File: src/rtl/sound_arbiter_pkg.sv
// sound_arbiter_pkg: source indices, one-hot grant codes, FSM states and helpers shared by the sound arbiter and its users
package sound_arbiter_pkg;
  localparam int SRC_WALL = 0;
  localparam int SRC_HIT = 1;
  localparam int SRC_POINT = 2;
  localparam logic [2:0] GNT_NONE = 3'b000;
  localparam logic [2:0] GNT_WALL = 3'b001;
  localparam logic [2:0] GNT_HIT = 3'b010;
  localparam logic [2:0] GNT_POINT = 3'b100;
  typedef enum logic {IDLE, PLAY} state_t;
  function automatic logic [2:0] prio_pick(input logic [2:0] r);
    return r[SRC_POINT] ? GNT_POINT : r[SRC_HIT] ? GNT_HIT : r[SRC_WALL] ? GNT_WALL : GNT_NONE;
  endfunction
  function automatic int max3(input int a, input int b, input int c);
    return a > b ? (a > c ? a : c) : (b > c ? b : c);
  endfunction
endpackage

File: src/rtl/sound_arbiter_tone_gen.sv
// tone_gen: square-wave generator with half-period, ms-tick and duration counters
module tone_gen #(
  parameter int HW = 16,
  parameter int TW = 15,
  parameter int MW = 8,
  parameter int TICK_DIV = 31500
) (
  input  logic          clk32mhz,
  input  logic          reset,
  input  logic          load,
  input  logic          en,
  input  logic [HW-1:0] hp_max,
  input  logic [MW-1:0] dur,
  output logic          buzzer,
  output logic          done
);
  logic [HW-1:0] hp_cnt;
  logic [TW-1:0] tick_cnt;
  logic [MW-1:0] ms_cnt;
  logic hp_wrap, tick_wrap;
  assign hp_wrap = hp_cnt == hp_max;
  assign tick_wrap = tick_cnt == TW'(TICK_DIV - 1);
  assign done = en && tick_wrap && ms_cnt == dur - MW'(1);
  always_ff @(posedge clk32mhz) begin
    if (reset || (!load && (!en || done))) begin
      hp_cnt <= '0;
      tick_cnt <= '0;
      ms_cnt <= '0;
      buzzer <= 1'b0;
    end else if (load) begin
      hp_cnt <= '0;
      tick_cnt <= '0;
      ms_cnt <= '0;
      buzzer <= 1'b1;
    end else begin
      hp_cnt <= hp_wrap ? '0 : hp_cnt + HW'(1);
      buzzer <= hp_wrap ? ~buzzer : buzzer;
      tick_cnt <= tick_wrap ? '0 : tick_cnt + TW'(1);
      ms_cnt <= tick_wrap ? ms_cnt + MW'(1) : ms_cnt;
    end
  end
endmodule

File: src/rtl/sound_arbiter.sv
// sound_arbiter: fixed-priority buzzer arbiter for point/hit/wall sounds with preemption, queuing and mute
module sound_arbiter
  import sound_arbiter_pkg::*;
#(
  parameter int TICK_DIV = 31500,
  parameter int HP_POINT = 63000,
  parameter int HP_HIT = 31500,
  parameter int HP_WALL = 15750,
  parameter int DUR_POINT = 250,
  parameter int DUR_HIT = 40,
  parameter int DUR_WALL = 20
) (
  input  logic       clk32mhz,
  input  logic       reset,
  input  logic       evt_point,
  input  logic       evt_hit,
  input  logic       evt_wall,
  input  logic       mute,
  output logic       buzzer,
  output logic       busy,
  output logic [2:0] grant
);
  localparam int HW = $clog2(max3(HP_POINT, HP_HIT, HP_WALL));
  localparam int TW = $clog2(TICK_DIV);
  localparam int MW = $clog2(max3(DUR_POINT, DUR_HIT, DUR_WALL) + 1);
  state_t state;
  logic [2:0] pend, req, pick;
  logic load, done;
  logic [HW-1:0] hp_max;
  logic [MW-1:0] dur;
  assign req = pend | {evt_point, evt_hit, evt_wall};
  assign pick = prio_pick(req);
  assign load = !mute && (state == IDLE ? |req : pick > grant);
  always_comb begin
    hp_max = grant[SRC_POINT] ? HW'(HP_POINT - 1) : grant[SRC_HIT] ? HW'(HP_HIT - 1) : HW'(HP_WALL - 1);
    dur = grant[SRC_POINT] ? MW'(DUR_POINT) : grant[SRC_HIT] ? MW'(DUR_HIT) : MW'(DUR_WALL);
  end
  always_ff @(posedge clk32mhz) begin
    if (reset || mute) begin
      state <= IDLE;
      pend <= '0;
      busy <= 1'b0;
      grant <= GNT_NONE;
    end else if (load) begin
      state <= PLAY;
      pend <= req & ~pick;
      busy <= 1'b1;
      grant <= pick;
    end else if (state == PLAY && done) begin
      state <= IDLE;
      pend <= req;
      busy <= 1'b0;
      grant <= GNT_NONE;
    end else begin
      pend <= req;
    end
  end
  tone_gen #(
    .HW(HW),
    .TW(TW),
    .MW(MW),
    .TICK_DIV(TICK_DIV)
  ) u_tone (
    .clk32mhz(clk32mhz),
    .reset(reset),
    .load(load),
    .en(state == PLAY && !mute),
    .hp_max(hp_max),
    .dur(dur),
    .buzzer(buzzer),
    .done(done)
  );
endmodule

File: config.mk
export PLATFORM = sky130hd
export DESIGN_NAME = sound_arbiter
export DESIGN_NICKNAME = d
export VERILOG_FILES = /design/src/rtl/sound_arbiter_pkg.sv /design/src/rtl/sound_arbiter_tone_gen.sv /design/src/rtl/sound_arbiter.sv
export SDC_FILE = /design/constraint.sdc
export NUM_CORES = 1
export LEC_CHECK = 0
export CORE_ASPECT_RATIO = 1.4
export CORE_MARGIN = 2
export CORE_UTILIZATION = 40
export DETAILED_ROUTE_END_ITERATION = 6
export PLACE_DENSITY = 0.55
export SETUP_SLACK_MARGIN = 0.15
export SKIP_CTS_REPAIR_TIMING = 1
export SYNTH_ARGS = -nofsm -noshare
export SYNTH_HDL_FRONTEND = slang
export SYNTH_HIERARCHICAL = 1
export SYNTH_SLANG_ARGS = --single-unit
File: constraint.sdc
create_clock -name clk32mhz -period 3.4 [get_ports clk32mhz]
set_input_delay 0.68 -clock clk32mhz [delete_from_list [all_inputs] [get_ports clk32mhz]]
set_output_delay 0.68 -clock clk32mhz [all_outputs]
set_load 0.01 [all_outputs]
==> qor.csv <==
stage,metric,value,unit
layout,Finished Cell Area,0.00316,mm2
critical_path,Top delay family on crit path,simple AND/OR/NAND/NOR gates,
sta,RSZ-0062 raised after global routing,false,
floorplanning,I/O pin total,11,
floorplanning,initial core utilization,41.0,%
clock_tree,"Reg clk slew, reported paths",90,ps
placed_design,DP Worst Slack,232,ps
clock_tree,Root Buffer,clkbuf_8,
placed_design,GPL Wtd Cong,0.729,
placed_design,Placed Area,0.00305,mm2
yosys,dominant cell type by area after synthesis,dfxtp_1,
critical_path,terminus of the critical flop-to-flop path,grant[0],
sta,PnR worst setup slack,573,ps
critical_path,origin of the worst setup path,evt_hit,
yosys,Syn. warnings,6,
layout,Layout area overhead,11.9,%
critical_path,Worst Path Buf+Inv,4,
sta,number of hold violations in the final report,0,
yosys,syn avg cell area,8.95,um2
clock_tree,clk buf depth,2,
placed_design,Port Buf Inserts,10,
global_route,pin count of the biggest net entering global routing,26,
sta,final worst path period need,2830,ps
layout,Diodes inserted,0,
critical_path,CP required,3590,ps
yosys,Mapped Area,0.00283,mm2
sta,Setup TNS,0,ps
drt,drt pass-1 iters,4,
critical_path,Setup crit end,u_tone/tick_cnt[14],
drt,per-cell routed wire length,13.2,um
floorplanning,Die H,103,um
clock_tree,clock sinks,47,
critical_path,CP max FO,15,
drt,# DRC,0,
floorplanning,area of the die,0.00777,mm2
critical_path,CP arrival,3010,ps
critical_path,startpoint types,input port,
critical_path,reg2reg setup slack,700,ps
critical_path,WS Path Type,in -> reg,
drt,via/cell ratio,5.09,
global_route,first-pass GRT wire length,9.76,mm
critical_path,critical path cell sequence,"clkdlybuf4s50_1, nor4_4, o21ai_0, ha_1, and3_1, o21ai_2, nand3_1, inv_1, inv_1, nand2b_1, or2_1, buf_4, a21oi_1",
sta,Setup-failing EPs final,0,
global_route,vias in the first global route,2078,
clock_tree,total CTS buffers,5,
layout,share of cells above drive strength 1,10.9,%
sta,relative slew slack,57.8,%
floorplanning,row cnt,36,
drt,routed wire length,5.72,mm
power,worst IR drop on VDD,0.000207,V
run_status,status,finished clean,
sta,worst slew pin tran,628,ps
job,max-cap violations,0,
clock_tree,"Clk Latency, worst-skew pair",310,ps
yosys,top post-synthesis cells by area,"dfxtp_1 (33%), xnor2_1 (9.9%), xor2_1 (7.4%), nand4_1 (4.0%), nor4_1 (3.8%)",
critical_path,Reg2Reg Depth,11,
layout,nets@finish,350,
yosys,sequential area share after synthesis,33.3,%
drt,ANT nets after route,0,
floorplanning,core footprint,0.00689,mm2
power,PD cells,341,mW/mm2
drt,via count,2205,
layout,final core occ,45.9,%
drt,Initial DRC Count,37,
sta,Final Cycle Share,83.1,%
yosys,Synth top area share,33.3,%
global_route,GRT Residual Overflow,0,
sta,Final Slew Violations,0,
critical_path,cell count along the critical path,13,
global_route,Tot GR Track Use,16.3,%
yosys,register bit total from synthesis,47,
critical_path,CP Capture Type,register,
power,LEAKAGE,1.06,nW
yosys,Cell variety after synth,55,
global_route,initial antenna violation count,0,
yosys,Mapped Cells,316,
floorplanning,Die Wd,75.1,um
placed_design,post-DP HPWL,4.28,mm
critical_path,peak per-stage delay on the critical path,460,ps
clock_tree,CTS tree,done,
sta,Fmax,0.354,GHz
critical_path,Most common cell on crit path,inv_1,
critical_path,Slowest cell on crit path,clkdlybuf4s50_1,
clock_tree,H-tree depth,2,
sta,Final Skew,13.0,ps
min_path,Hold Path Class,reg -> reg,
critical_path,worst r2r src,grant[1],
[through the flow]
step                power, mW  hold slack, ps  std cells
detailed placement      0.660             438        425
CTS                      1.09             456        433
global placement        0.659             429        425
finish                   1.08             452        433
floorplan               0.632             412        323
global route             1.13             499        433
[power breakdown]
part	internal [mW]	switching [mW]	leakage, nW
Clock	0.238	0.194	0.0612
Sequential	0.554	0.00470	0.379
Combinational	0.0403	0.0471	0.620
Total	0.833	0.246	1.06
[sequential cells by signal, indices dropped and copies added (netlist names)]
register	count
grant	3
pend	3
state	1
u_tone/buzzer	1
u_tone/hp_cnt	16
u_tone/ms_cnt	8
u_tone/tick_cnt	15
[routing by layer]
metal	share of wire [%]	wire length (um)	vias up	track usage (%)
met1	44	2500	1026	19.7
met4	1.3	72	0	4.95
met3	1.9	110	7	3.39
met2	53	3030	13	28.6
met5	0	0	-	0
li1	-	-	1159	-
[cells by family (layout without fill, tap and decap cells)]
family,after synthesis,count (layout),synth area share [%]
xor+xnor,56,56,17.3
buf+inv,26,41,5.09
flops,47,47,33.3
other cells,2,9,0.266
fa+ha+maj,7,7,3.10
simple gates,149,149,33.6
compound gates,26,26,6.28
mux,3,3,1.06
[how the worst min path moves through the flow]
stage | from | to | slack (ps) | cells after the start
CTS | u_tone/tick_cnt[0] | u_tone/tick_cnt[0] | 460 | 1
global route | u_tone/tick_cnt[0] | u_tone/tick_cnt[0] | 500 | 1
detailed placement | u_tone/tick_cnt[0] | u_tone/tick_cnt[0] | 440 | 1
finish | u_tone/tick_cnt[0] | u_tone/tick_cnt[0] | 450 | 1
floorplan | u_tone/tick_cnt[0] | u_tone/tick_cnt[0] | 410 | 1
global placement | u_tone/tick_cnt[0] | u_tone/tick_cnt[0] | 430 | 1
[cell usage in the layout, fill, tap and decap left out, types with 2 or more instances in the layout]
| cell | instances |
|---|---|
| nor3_2 | 7 |
| dfxtp_1 | 47 |
| buf_4 | 8 |
| nand2_1 | 16 |
| o21ai_0 | 8 |
| inv_1 | 15 |
| nand4_1 | 18 |
| nand3_1 | 14 |
| a21oi_1 | 7 |
| nand4b_1 | 2 |
| nand3b_1 | 2 |
| conb_1 | 9 |
| xnor2_1 | 32 |
| nor3_1 | 5 |
| nor2_1 | 27 |
| ha_1 | 7 |
| and2_1 | 3 |
| xor2_1 | 24 |
| or3_1 | 4 |
| and4_1 | 5 |
| nor2b_1 | 2 |
| or2_2 | 2 |
| nor4bb_1 | 2 |
| nor3b_1 | 2 |
| nand2b_1 | 3 |
| mux2i_1 | 3 |
| clkdlybuf4s50_1 | 10 |
| clkbuf_8 | 6 |
| nor4_4 | 4 |
| and3_1 | 4 |
| nor4_1 | 17 |
[cell usage after synthesis, drive strengths merged]
cell type and instances:
nor4 21, nand2b 3, nand4bb 1, nand3 14, nand2 16, a21boi 1
a211oi 1, nand4 18, or3b 1, xor2 24, and2 4, conb 2
dfxtp 47, nand4b 2, buf 6, nand3b 2, nor2 27, o32ai 1
ha 7, nor2b 2, o21ai 10, nor3b 2, o2111a 1, mux2i 3
or2 3, and3 5, inv 15, and3b 1, or2b 1, and4 5
clkbuf 5, nor4bb 2, and2b 1, or3 4, a2111oi 1, xnor2 32
or4b 1, nor4b 1, o211a 1, a21oi 7, nor3 12, a31oi 2
a221o 1
[cell type report]
| cell class | instances | area (um2) |
|---|---|---|
| sequential | 47 | 941 |
| fill | 685 | 3730 |
| multi-input combinational | 250 | 1770 |
| clock buffer | 6 | 82.6 |
| inverter | 15 | 56.3 |
| timing repair buffer | 18 | 160 |
| tap | 95 | 119 |
| clock inverter | 2 | 35.0 |
Note: power is estimated with default switching activity, not from simulation.
